**src/rtl/project_switch_ctrl.sv**
```systemverilog
// Project switch controller: a Wishbone-mapped sequencer that moves the
// harness from one user project to another. Each switch isolates the pads,
// holds every project in reset, releases only the new one, then lets it
// settle before the pads are reconnected.
module project_switch_ctrl #(
  parameter int unsigned NUM_PROJECTS   = 3,
  parameter logic [31:0] ADDR_CTRL      = 32'h00FF00F0,
  parameter logic [31:0] ADDR_STATUS    = 32'h00FF00F4,
  parameter int unsigned QUIESCE_CYCLES = 16,
  parameter int unsigned RESET_CYCLES   = 16,
  parameter int unsigned SETTLE_CYCLES  = 4
) (
  input  logic                    wb_clk_i,
  input  logic                    wb_rst_ni,
  input  logic                    wbs_stb_i,
  input  logic                    wbs_cyc_i,
  input  logic                    wbs_we_i,
  input  logic [3:0]              wbs_sel_i,
  input  logic [31:0]             wbs_dat_i,
  input  logic [31:0]             wbs_adr_i,
  output logic                    wbs_ack_o,
  output logic [31:0]             wbs_dat_o,
  output logic [7:0]              active_project_o,
  output logic [NUM_PROJECTS-1:0] project_reset_o,
  output logic                    io_gate_o,
  output logic                    busy_o
);

  typedef enum logic [2:0] {
    ST_IDLE    = 3'd0,
    ST_ISOLATE = 3'd1,
    ST_RESET   = 3'd2,
    ST_RELEASE = 3'd3
  } state_e;

  // Phase counters load "length - 1" on entry and leave the phase at zero,
  // so each phase lasts exactly its parameter in clocks and never wraps.
  localparam logic [7:0] QUIESCE_LOAD = 8'(QUIESCE_CYCLES - 1);
  localparam logic [7:0] RESET_LOAD   = 8'(RESET_CYCLES - 1);
  localparam logic [7:0] SETTLE_LOAD  = 8'(SETTLE_CYCLES - 1);
  localparam logic [7:0] NUM_P8       = 8'(NUM_PROJECTS);

  // All projects held in reset except the one at index idx.
  function automatic logic [NUM_PROJECTS-1:0] release_mask(input logic [7:0] idx);
    logic [NUM_PROJECTS-1:0] m;
    for (int i = 0; i < NUM_PROJECTS; i++) m[i] = (8'(i) != idx);
    return m;
  endfunction

  state_e                  state_q, state_d;
  logic [7:0]              cnt_q, cnt_d;
  logic [7:0]              active_q, active_d;
  logic [7:0]              target_q, target_d;
  logic                    err_range_q, err_range_d;
  logic                    err_busy_q, err_busy_d;
  logic                    ack_q, ack_d;
  logic [31:0]             dat_q, dat_d;
  logic [NUM_PROJECTS-1:0] proj_rst_q, proj_rst_d;
  logic                    gate_q, gate_d;

  logic        valid, hit_ctrl, hit_status, wr, ctrl_wr, status_wr;
  logic        req_bad, start;
  logic [7:0]  req;
  logic [31:0] status_word, ctrl_word;

  // Bits of the write data and byte selects that carry no meaning here.
  logic unused_ok;
  assign unused_ok = ^{wbs_dat_i[31:11], wbs_dat_i[8]};

  // Bus decode and register images seen by a read.
  always_comb begin
    valid       = wbs_cyc_i & wbs_stb_i & ~ack_q;
    hit_ctrl    = (wbs_adr_i == ADDR_CTRL);
    hit_status  = (wbs_adr_i == ADDR_STATUS);
    wr          = valid & wbs_we_i & (wbs_sel_i != 4'b0);
    ctrl_wr     = wr & hit_ctrl & wbs_sel_i[0];
    status_wr   = wr & hit_status;
    req         = wbs_dat_i[7:0];
    req_bad     = (req >= NUM_P8);
    start       = ctrl_wr & ~req_bad & (state_q == ST_IDLE) & (req != active_q);
    status_word = {13'b0, state_q, 5'b0, err_busy_q, err_range_q, gate_q, active_q};
    ctrl_word   = {24'b0, target_q};
  end

  // Next-state, phase counter, error flags and registered outputs.
  always_comb begin
    // NOTE: every signal gets a default before the case so no path leaves
    // one unassigned; a missing default here would infer a latch.
    state_d    = state_q;
    cnt_d      = cnt_q;
    active_d   = active_q;
    target_d   = target_q;

    ack_d      = valid & (hit_ctrl | hit_status);
    dat_d      = ack_d ? (hit_status ? status_word : ctrl_word) : dat_q;

    // Setting wins over a coincident write-one-to-clear.
    err_range_d = (ctrl_wr & req_bad) |
                  (err_range_q & ~(status_wr & wbs_dat_i[9]));
    err_busy_d  = (ctrl_wr & ~req_bad & (state_q != ST_IDLE)) |
                  (err_busy_q & ~(status_wr & wbs_dat_i[10]));

    unique case (state_q)
      ST_IDLE: begin
        if (start) begin
          state_d  = ST_ISOLATE;
          cnt_d    = QUIESCE_LOAD;
          target_d = req;
        end
      end
      ST_ISOLATE: begin
        if (cnt_q == 8'd0) begin
          state_d  = ST_RESET;
          cnt_d    = RESET_LOAD;
          active_d = target_q;
        end else begin
          cnt_d = cnt_q - 8'd1;
        end
      end
      ST_RESET: begin
        if (cnt_q == 8'd0) begin
          state_d = ST_RELEASE;
          cnt_d   = SETTLE_LOAD;
        end else begin
          cnt_d = cnt_q - 8'd1;
        end
      end
      ST_RELEASE: begin
        if (cnt_q == 8'd0) begin
          state_d = ST_IDLE;
          cnt_d   = 8'd0;
        end else begin
          cnt_d = cnt_q - 8'd1;
        end
      end
      default: begin
        state_d = ST_IDLE;
        cnt_d   = 8'd0;
      end
    endcase

    // Outputs are decoded from the next state and registered, so the
    // harness sees glitch-free resets and pad gating.
    gate_d = (state_d != ST_IDLE);
    if (state_d == ST_RESET)        proj_rst_d = '1;
    else if (state_d == ST_RELEASE) proj_rst_d = release_mask(target_d);
    else                            proj_rst_d = release_mask(active_d);
  end

  // State and output registers with asynchronous reset.
  always_ff @(posedge wb_clk_i or negedge wb_rst_ni) begin
    // NOTE: sequential state uses non-blocking assignments only, so every
    // flop samples values from before the edge regardless of statement order.
    if (!wb_rst_ni) begin
      state_q     <= ST_IDLE;
      cnt_q       <= 8'd0;
      active_q    <= 8'd0;
      target_q    <= 8'd0;
      err_range_q <= 1'b0;
      err_busy_q  <= 1'b0;
      ack_q       <= 1'b0;
      dat_q       <= 32'd0;
      proj_rst_q  <= release_mask(8'd0);
      gate_q      <= 1'b0;
    end else begin
      state_q     <= state_d;
      cnt_q       <= cnt_d;
      active_q    <= active_d;
      target_q    <= target_d;
      err_range_q <= err_range_d;
      err_busy_q  <= err_busy_d;
      ack_q       <= ack_d;
      dat_q       <= dat_d;
      proj_rst_q  <= proj_rst_d;
      gate_q      <= gate_d;
    end
  end

  assign wbs_ack_o        = ack_q;
  assign wbs_dat_o        = dat_q;
  assign active_project_o = active_q;
  assign project_reset_o  = proj_rst_q;
  assign io_gate_o        = gate_q;
  assign busy_o           = gate_q;

endmodule

```
**config.mk**
```make
export PLATFORM = sky130hd
export DESIGN_NAME = project_switch_ctrl
export DESIGN_NICKNAME = d
export VERILOG_FILES = /design/src/rtl/project_switch_ctrl.sv
export SDC_FILE = /design/constraint.sdc
export NUM_CORES = 1
export LEC_CHECK = 0
export BUFFER_PORTS_ARGS = -buffer_cell sky130_fd_sc_hd__buf_4
export CELL_PAD_IN_SITES_DETAIL_PLACEMENT = 0
export CELL_PAD_IN_SITES_GLOBAL_PLACEMENT = 1
export CORE_MARGIN = 2
export CORE_UTILIZATION = 34
export DETAILED_ROUTE_END_ITERATION = 7
export HOLD_SLACK_MARGIN = 0.03
export PLACE_DENSITY = 0.89
export SLEW_MARGIN = 20
export SYNTH_ARGS = -nofsm -noshare
export SYNTH_HDL_FRONTEND = slang
export SYNTH_SLANG_ARGS = --single-unit
```
**constraint.sdc**
```tcl
create_clock -name wb_clk_i -period 2.3 [get_ports wb_clk_i]
set_input_delay 0.69 -clock wb_clk_i [delete_from_list [all_inputs] [get_ports wb_clk_i]]
set_output_delay 0.69 -clock wb_clk_i [all_outputs]
set_load 0.02 [all_outputs]
```
==> results_dict.tcl <==
set metrics [dict create \
    status "complete, but fails checks" \
    die_h_um 91.7 \
    ys_seq_area_share_pct 46.1 \
    seq_area_mm2 0.00120 \
    ys_seq_elements 48 \
    drc_errors 0 \
    grt_max_degree 49 \
    start_util_pct 35.7 \
    place_inst 453 \
    grt_pass1_vias 2080 \
    track_usage_pct 14.2 \
    fp.dieW_um 91.7 \
    netlist_top_cells_area "dfrtp_1 44%, buf_4 5.5%, mux2_2 3.9%, nor2_1 3.3%, nand2_1 3.2%" \
    crit_type "primary input to flop" \
    io_buffers 78 \
    ys_types 46 \
    final_hold_viol_count 0 \
    cts_tree "done" \
    dr.first_iter.drc_count 113 \
    cts_inserted_buffers 5 \
    synth_cells 262 \
    final_cells 464 \
    crit_path_start "wbs_adr_i[25]" \
    drt-pass1-iter-count 4 \
    fin_worst_skew_ns 0.0115 \
    avgSynthCellArea_um2 9.98 \
    dieArea_mm2 0.00841 \
    reg2reg_to "cnt_q[1]" \
    reg2reg_slack_ns 0.19 \
    hp-class "primary input to async pin" \
    core_region_area_mm2 0.00733 \
    drive_gt1_share_pct 40.5 \
    placed_area_mm2 0.00340 \
    grt-ovfl-total 0 \
    fin_nets 439 \
    crit_fanout 4 \
    relSlewSlack_pct 60.3 \
    final_core_util_pct 49.5 \
    clock-root-buffer "clkbuf_8" \
    h-tree-depth 2 \
    diodes 0 \
    syn2layout_area_growth_pct 39.0 \
    cts_buffer_depth 2 \
    wl_per_cell_um 13.4 \
    endpoint "target_q[1]" \
    p_leak_uw 0.00184 \
    antenna_found_initial 0 \
    post-route-min-period_ns 2.31 \
    numClockSinks 48 \
    syn_area_mm2 0.00261 \
    end_kind "flop" \
    pin_count 119 \
    drtAntennaViolNets 0 \
    final_common_cell "buf_4" \
    vdd_drop_max_mv 0.293 \
    fillers 686 \
    required_ns 2.48 \
    violations "negative setup slack" \
    worst_slew_pin_slew_ns 0.595 \
    synth_area_leader_cell "dfrtp_1" \
    power_density_mw_per_mm2 450 \
    post-route-period-util_pct 100 \
    worstRegToRegCells 8 \
    maxCapViolCount 0 \
    synth_edf_count 0 \
    wl_um 6210 \
    final.setup.worst_slack_ns -0.00535 \
    ys.warnings.count 0 \
    async_reset_ff_share_pct 100 \
    place_congestion 0.844 \
    synth_ff_type "dfrtp_1" \
    synth.top_cell.area_share_pct 44.0 \
    cp.arrival_ns 2.49 \
    maxSlewViolCount 0 \
    final_area_mm2 0.00363 \
    multiInputGateArea_mm2 0.00134 \
    rows 31 \
    setup_viol 2 \
    vias_per_cell 4.89 \
    num_vias 2271 \
    cp-start-kind "primary input" \
    power_uw 1630 \
    rsz0062_at_grt "true" \
    mostFrequentLayoutCells "97 x buf_4, 46 x dfrtp_1, 22 x nand2_1" \
    dpl.hpwl_um 4730 \
    grt_pass1_wl_um 9850 \
    insertion_delay_ns 0.29 \
    clk_pin_slew_worst_paths_ns 0.08 \
    rr_startpoint "cnt_q[0]" \
    max_freq_mhz 434 \
]
## critical path: stages
cell,delay [ns]
buf_4,0.11
or4b_1,0.57
nor4_4,0.28
nand3_2,0.21
or2_4,0.34
mux2_4,0.30
## metal layers
| metal | GRT usage (%) | wire (um) | vias up | part of all wire [%] |
|---|---|---|---|---|
| li1 | - | - | 1109 | - |
| met1 | 19.5 | 2820 | 1084 | 45 |
| met2 | 23.6 | 3000 | 76 | 48 |
| met3 | 3.29 | 384 | 2 | 6.2 |
| met4 | 1.89 | 7 | 0 | 0.11 |
| met5 | 0 | 0 | - | 0 |
## power breakdown
group / leakage (uW) / total, uW / switching, uW / internal, uW
clock: 0.0000552 / 584 / 262 / 323
sequential: 0.000659 / 849 / 2.74 / 846
combinational: 0.00113 / 201 / 106 / 95.4
total: 0.00184 / 1630 / 370 / 1260
## how the worst min path moves through the flow
stage                              from                   to  slack (ns)  cells after the start
after floorplan               wb_rst_ni  active_project_o[0]        0.39                      0
after global placement    wbs_dat_o[10]        wbs_dat_o[10]        0.45                      2
after detailed placement   wbs_dat_o[8]         wbs_dat_o[8]        0.46                      2
after CTS                     wb_rst_ni  active_project_o[3]        0.42                      1
after global routing          wb_rst_ni          target_q[3]        0.44                      1
final                         wb_rst_ni        wbs_dat_o[16]        0.40                      1
## cell usage after synthesis, drive strengths merged, types with 2 or more instances
library cell and number:
clkbuf 4, nand4 2, o211ai 2, nor4 10, and2 6, or4 8
xnor2 5, nor2 23, o221a 2, buf 23, and3b 2, or4b 2
xor2 9, dfstp 2, inv 6, dfrtp 46, mux2i 8, nand2 22
a32o 2, a21oi 16, nand3 9, o21ai 12, nor3 4, mux2 11
or2 2, nor3b 4, a211oi 5, a31oi 2, o21a 2, ha 2
## layout make-up
type                    count  area share (%)
inverters                   6           0.723
flip-flops and latches     48            33.1
clock inverters             2           0.965
multi-input cells         199            36.9
clock buffers               6            2.00
repair buffers            104            22.8
well taps                  99            3.41
## flip-flops by register name, indices dropped and copies added (netlist names), 3 cells and up
signal,flops
active_project_o,8
project_reset_o,3
cnt_q,8
wbs_dat_o,14
state_q,3
target_q,8
## per-stage QoR
step | hold WS (ns) | setup WS, ns | setup TNS [ns]
6_report | 0.398 | -0.00535 | -0.00948
5_1_grt | 0.438 | -0.0602 | -0.847
4_1_cts | 0.415 | 0.00455 | 0
3_5_place_dp | 0.462 | -0.359 | -9.39
3_3_place_gp | 0.453 | -0.337 | -8.67
2_1_floorplan | 0.394 | -0.132 | -0.379
## timing repair
action,CTS,global route
pin swaps,0,4
setup buffers,0,2
endpoints found under the setup margin,9,29
resized for setup,2,22
cloned,0,1
hold buffers,0,0
## cells by family (layout without fill, tap and decap cells)
kind of cell             count (synthesis)  after routing  share of synthesized area [%]
AND/OR/NAND/NOR                         99             99                           21.0
flip-flops                              48             48                           46.1
AO/OA/AOI/OAI                           46             46                           11.0
buffers and inverters                   33            118                           8.14
multiplexers                            19             19                           8.09
XOR/XNOR                                14             14                           4.69
adder cells (fa/ha/maj)                  2              2                          0.957
other                                    1             19                          0.143
No activity file was read; power rests on OpenSTA's default activity.
